<file path="config.mk">
export PLATFORM = sky130hd
export DESIGN_NAME = telemetry_framer
export DESIGN_NICKNAME = d
export VERILOG_FILES = /design/src/rtl/telemetry_pkg.sv /design/src/rtl/telemetry_framer_timer.sv /design/src/rtl/telemetry_framer.sv
export SDC_FILE = /design/constraint.sdc
export NUM_CORES = 1
export LEC_CHECK = 0
export ABC_AREA = 1
export CELL_PAD_IN_SITES_DETAIL_PLACEMENT = 0
export CELL_PAD_IN_SITES_GLOBAL_PLACEMENT = 1
export CORE_MARGIN = 10
export CORE_UTILIZATION = 43
export CTS_BUF_LIST = sky130_fd_sc_hd__clkbuf_2 sky130_fd_sc_hd__clkbuf_4 sky130_fd_sc_hd__clkbuf_8
export DETAILED_ROUTE_END_ITERATION = 10
export GPL_ROUTABILITY_DRIVEN = 1
export HOLD_SLACK_MARGIN = 0.06
export PLACE_DENSITY_LB_ADDON = 0.1
export SETUP_SLACK_MARGIN = 0.05
export SLEW_MARGIN = 20
export SYNTH_ARGS = -nofsm -noshare
export SYNTH_HDL_FRONTEND = slang
export SYNTH_SLANG_ARGS = --single-unit
</file>
<file path="constraint.sdc">
create_clock -name clk -period 2.8 [get_ports clk]
set_clock_uncertainty 0.15 [all_clocks]
set_input_delay 0.56 -clock clk [delete_from_list [all_inputs] [get_ports clk]]
set_output_delay 0.56 -clock clk [all_outputs]
set_load 0.05 [all_outputs]
</file>
<file path="src/rtl/telemetry_pkg.sv">
// Shared types and constants for the telemetry framer.
package telemetry_pkg;

  typedef enum logic [2:0] {
    ST_IDLE,
    ST_SYNC0,
    ST_SYNC1,
    ST_SEQ,
    ST_LEN,
    ST_LATCH,
    ST_SEND,
    ST_CHK
  } state_t;

  localparam logic [7:0] SYNC0_DEF = 8'hA5;
  localparam logic [7:0] SYNC1_DEF = 8'h5A;

  // Payload length byte for an inclusive address window.
  function automatic logic [7:0] calc_len(input int first_addr, input int last_addr);
    return 8'(last_addr - first_addr + 1);
  endfunction

endpackage

</file>
<file path="src/rtl/telemetry_framer_timer.sv">
// Periodic trigger source: free-running counter that wraps every PERIOD_CYC cycles.
module frame_timer #(
  parameter int PERIOD_CYC = 100000,
  parameter int CNT_W      = 17
) (
  input  logic clk,
  input  logic rst,
  input  logic enable,
  output logic tick
);

  localparam logic [CNT_W-1:0] LAST = CNT_W'(PERIOD_CYC - 1);

  logic [CNT_W-1:0] cnt;

  // Tick is asserted during the cycle the counter sits on its terminal value.
  assign tick = enable && (cnt == LAST);

  // Count while enabled, wrap at the terminal value, clear whenever disabled.
  always_ff @(posedge clk or posedge rst) begin
    if (rst)                cnt <= '0;
    else if (!enable)       cnt <= '0;
    else if (cnt == LAST)   cnt <= '0;
    else                    cnt <= cnt + 1'b1;
  end

endmodule

</file>
<file path="src/rtl/telemetry_framer.sv">
// Reads a window of sensor registers on each trigger and streams it out as a
// framed packet: SYNC0 SYNC1 SEQ LEN payload CHK over a valid/ready byte port.
module telemetry_framer
  import telemetry_pkg::*;
#(
  parameter int         FIRST_ADDR = 1,
  parameter int         LAST_ADDR  = 25,
  parameter logic [7:0] SYNC0      = SYNC0_DEF,
  parameter logic [7:0] SYNC1      = SYNC1_DEF,
  parameter int         PERIOD_CYC = 100000,
  parameter int         CNT_W      = 17
) (
  input  logic       clk,
  input  logic       rst,
  input  logic       enable,
  input  logic       start,
  output logic [7:0] sensor_addr,
  input  logic [7:0] sensor_data,
  output logic [7:0] tx_data,
  output logic       tx_valid,
  input  logic       tx_ready,
  output logic       busy,
  output logic [7:0] seq,
  output logic       overrun
);

  localparam logic [7:0] LEN    = calc_len(FIRST_ADDR, LAST_ADDR);
  localparam logic [7:0] FIRST_A = 8'(FIRST_ADDR);
  localparam logic [7:0] LAST_A  = 8'(LAST_ADDR);

  state_t     state_q, state_d;
  logic       tick;
  logic       trigger;
  logic       xfer;
  logic [7:0] acc;   // running sum of SEQ, LEN and payload bytes

  frame_timer #(
    .PERIOD_CYC(PERIOD_CYC),
    .CNT_W     (CNT_W)
  ) u_timer (
    .clk   (clk),
    .rst   (rst),
    .enable(enable),
    .tick  (tick)
  );

  assign trigger = start | tick;
  assign xfer    = tx_valid & tx_ready;

  // State register.
  always_ff @(posedge clk or posedge rst) begin
    if (rst) state_q <= ST_IDLE;
    else     state_q <= state_d;
  end

  // Next-state: header bytes advance on transfer, payload alternates LATCH/SEND.
  always_comb begin
    state_d = state_q;
    case (state_q)
      ST_IDLE:  if (trigger) state_d = ST_SYNC0;
      ST_SYNC0: if (xfer)    state_d = ST_SYNC1;
      ST_SYNC1: if (xfer)    state_d = ST_SEQ;
      ST_SEQ:   if (xfer)    state_d = ST_LEN;
      ST_LEN:   if (xfer)    state_d = ST_LATCH;
      ST_LATCH:              state_d = ST_SEND;
      ST_SEND:  if (xfer)    state_d = (sensor_addr == LAST_A) ? ST_CHK : ST_LATCH;
      ST_CHK:   if (xfer)    state_d = ST_IDLE;
      default:               state_d = ST_IDLE;
    endcase
  end

  // Datapath: output byte, handshake, address walk, checksum and sequence.
  always_ff @(posedge clk or posedge rst) begin
    if (rst) begin
      sensor_addr <= '0;
      tx_data     <= '0;
      tx_valid    <= 1'b0;
      busy        <= 1'b0;
      seq         <= '0;
      overrun     <= 1'b0;
      acc         <= '0;
    end else begin
      overrun <= trigger && (state_q != ST_IDLE);
      case (state_q)
        ST_IDLE: if (trigger) begin
          tx_data  <= SYNC0;
          tx_valid <= 1'b1;
          busy     <= 1'b1;
          acc      <= '0;
        end
        ST_SYNC0: if (xfer) tx_data <= SYNC1;
        ST_SYNC1: if (xfer) tx_data <= seq;
        ST_SEQ: if (xfer) begin
          tx_data <= LEN;
          acc     <= acc + seq;
        end
        ST_LEN: if (xfer) begin
          acc         <= acc + LEN;
          sensor_addr <= FIRST_A;
          tx_valid    <= 1'b0;
        end
        ST_LATCH: begin
          tx_data  <= sensor_data;
          acc      <= acc + sensor_data;
          tx_valid <= 1'b1;
        end
        ST_SEND: if (xfer) begin
          if (sensor_addr == LAST_A) begin
            // acc already holds every payload byte; negate so the frame sums to 0
            tx_data <= 8'd0 - acc;
          end else begin
            sensor_addr <= sensor_addr + 8'd1;
            tx_valid    <= 1'b0;
          end
        end
        ST_CHK: if (xfer) begin
          seq      <= seq + 8'd1;
          busy     <= 1'b0;
          tx_valid <= 1'b0;
        end
        default: ;
      endcase
    end
  end

endmodule

</file>
==> flow_metrics.py <==
metrics = {
    "outcome": {
        "status": "complete, no violations",
    },
    "clocking": {
        "cts_buffers": 5,
        "clkSlewWorstSetupHoldPaths_ps": 110,
        "root_buffer": "clkbuf_8",
        "clock-sinks": 55,
        "cts_buffer_depth": 2,
        "clk_latency_ps": 320,
        "cts_tree": "built",
        "htree_levels": 2,
    },
    "finish": {
        "layout-drive-gt1-share_pct": 8.448,
        "num_antenna_cells": 0,
        "final_common_cell": "nand2_1",
        "nNetsFinal": 534,
        "fill_cells": 762,
        "seqCellArea_sq_um": 1378,
        "final_cell_mix": "nand2_1 (112), inv_1 (58), dfrtp_1 (54)",
        "multi_input_area_sq_um": 1827,
        "fin_area_sq_um": 4110,
        "finish.utilization_pct": 52.64,
        "area_delta_synth_final_pct": 18.08,
    },
    "power": {
        "cellPowerDensity_nw_per_um2": 325.2,
        "p_leak_nw": 1.997,
        "irDropWorstVdd_uv": 193.0,
    },
    "timing": {
        "slew_headroom_pct": 65.29,
        "finalHoldViolations": 0,
        "finalMaxSlewViolations": 0,
        "finalCritPeriodShare_pct": 90.29,
        "rsz0062_at_grt": "false",
        "fin_crit_ps": 2528,
        "worst_pin_slew_ps": 519.1,
        "worst_slack_ps": 271.9,
        "final.setup.tns_ps": 0,
        "fmax_mhz": 395.6,
        "finalSetupViolCount": 0,
    },
    "floorplanning": {
        "dieArea_sq_um": 12090,
        "initial_core_util_pct": 44.58,
        "dieWidth_microns": 110.0,
        "fp-row-count": 32,
        "ioPinCount": 40,
        "die_h_microns": 110.0,
        "core_area_sq_um": 7807,
    },
    "drt": {
        "wl_per_cell_microns": 14.20,
        "drt_iter0_drc": 150,
        "firstDrtPassIters": 5,
        "final_antenna_net_count": 0,
        "vias": 3112,
        "viasPerCell": 5.093,
        "drc": 0,
        "drt_wl_total_microns": 8678,
    },
    "worst_setup_path": {
        "crit_buf_inv": 2,
        "crit_family": "simple AND/OR/NAND/NOR gates",
        "path_cells": "inv_2 -> nor2_4 -> nand2_2 -> nand2_1 -> o21ai_0 -> ha_1 -> a21oi_1 -> nand2_1 -> a21oi_1 -> inv_1 -> nand2_1 -> nand2_1 -> o21ai_1",
        "arrival_ps": 2630,
        "crit_slowest_cell": "dfrtp_1",
        "startpoint_type": "register",
        "end_kind": "register",
        "critPathRequiredTime_ps": 2900,
        "crit_top_cell": "nand2_1",
        "cp_num_cells": 13,
        "critPathMaxFanout": 9,
        "crit_type": "register to register",
        "r2r_cells": 13,
        "critical_path.max_stage_delay_ps": 500,
    },
    "flow_run": {
        "cap_viol_max_count": 0,
    },
    "synthesis": {
        "synth_cell_types": 36,
        "seq_area_frac_synth_pct": 39.54,
        "synth_area_sq_um": 3481,
        "yosys_warnings": 0,
        "synth_seq_cells": 55,
        "syn_inst": 462,
        "synth_fp_nets": 488,
        "syn_avg_cell_area_sq_um": 7.534,
    },
    "min_path": {
        "hold_path_class": "register to register",
        "whs_path_depth": 1,
    },
    "global_route": {
        "grt_pass1_wl_microns": 14410,
        "overflow": 0,
        "grt_max_degree": 35,
        "antenna_found_initial": 0,
        "grt_pass1_vias": 2984,
        "groute.usage.overall_pct": 14.74,
    },
    "placed_design": {
        "dp_slack_ps": 197.4,
        "placed_cell_area_sq_um": 4006,
        "post-dp-hpwl_microns": 6831,
        "place.gp.congestion": 0.8653,
        "port_buffers": 39,
    },
}
==> synth_stat cells (all sizes together) <==
| cell type | number | area [sq um] |
|---|---|---|
| inv | 64 | 240.2 |
| mux2 | 1 | 11.26 |
| xor2 | 15 | 131.4 |
| nand3b | 1 | 7.510 |
| nand3 | 46 | 245.2 |
| a31oi | 4 | 25.02 |
| and3 | 2 | 12.51 |
| or2 | 1 | 6.260 |
| nand2 | 116 | 450.4 |
| a21oi | 21 | 105.1 |
| dfrtp | 55 | 1376 |
| fa | 1 | 20.02 |
| nor4 | 2 | 12.51 |
| nand4 | 11 | 68.82 |
| nor3 | 11 | 71.32 |
| o211ai | 2 | 15.01 |
| xnor2 | 3 | 26.28 |
| o21ai | 37 | 207.7 |
| a221oi | 2 | 17.52 |
| ha | 12 | 150.1 |
| nor2 | 42 | 177.7 |
| nor3b | 2 | 15.01 |
| o31ai | 6 | 45.04 |
| buf | 5 | 42.53 |
==> power breakdown <==
group	internal [mW]	leakage [nW]	switching, mW
Sequential	0.798	0.717	0.00273
Clock	0.186	0.0502	0.295
Combinational	0.0236	1.23	0.0310
Total	1.01	2.00	0.329
==> worst paths after layout <==
| path | from | end | slack, ps |
|---|---|---|---|
| worst max-delay path | state_q[0] | acc[7] | 270 |
| worst max register to register | state_q[0] | acc[7] | 270 |
| min in group asynchronous | rst | sensor_addr[0] | 430 |
| worst min register to register | u_timer.cnt[0] | u_timer.cnt[0] | 310 |
| max in group asynchronous | rst | seq[5] | 1520 |
| worst min-delay path | u_timer.cnt[0] | u_timer.cnt[0] | 310 |
==> registers in the layout (all words and copies together) (netlist names) <==
| name | cells |
|---|---|
| acc | 8 |
| busy | 1 |
| overrun | 1 |
| sensor_addr | 8 |
| seq | 8 |
| state_q | 3 |
| tx_data | 8 |
| tx_valid | 1 |
| u_timer.cnt | 17 |
==> timing repair <==
item	4_1_cts	5_1_grt
hold endpoints to repair	0	0
endpoints found under the setup margin	0	2
gates resized for setup	0	2
hold buffers	0	0
buffers inserted	0	0
==> per-layer routing <==
| layer | wire (microns) | vias up | track usage (%) |
|---|---|---|---|
| li1 | - | 1610 | - |
| met1 | 4007 | 1419 | 19.24 |
| met2 | 4057 | 73 | 24.72 |
| met3 | 505 | 10 | 2.554 |
| met4 | 107 | 0 | 3.717 |
| met5 | 0 | - | 0 |
==> area by class of cell <==
class	count	share of cell area, %
clock buffer	5	1.674
clock inverter	3	0.7002
inverter	64	5.845
multi-input combinational	338	44.44
sequential	55	33.52
tap	102	3.105
timing repair buffer	44	10.72
==> through the flow <==
stage                     std cells  hold slack, ps  total power [mW]
after floorplan                 462           275.1            0.8413
after global placement          603           295.0            0.8732
after detailed placement        603           303.3            0.8728
after CTS                       611           319.9             1.360
after global routing            611           340.7             1.393
final                           611           311.0             1.337
==> kinds of logic after synthesis <==
kind of cell	synth area share, %
compound gates	11.93
xor+xnor	4.529
fa+ha+maj	4.888
buf+inv	8.123
flops	39.54
mux	0.3235
simple gates	30.66
Note: power is estimated with default switching activity, not from simulation.
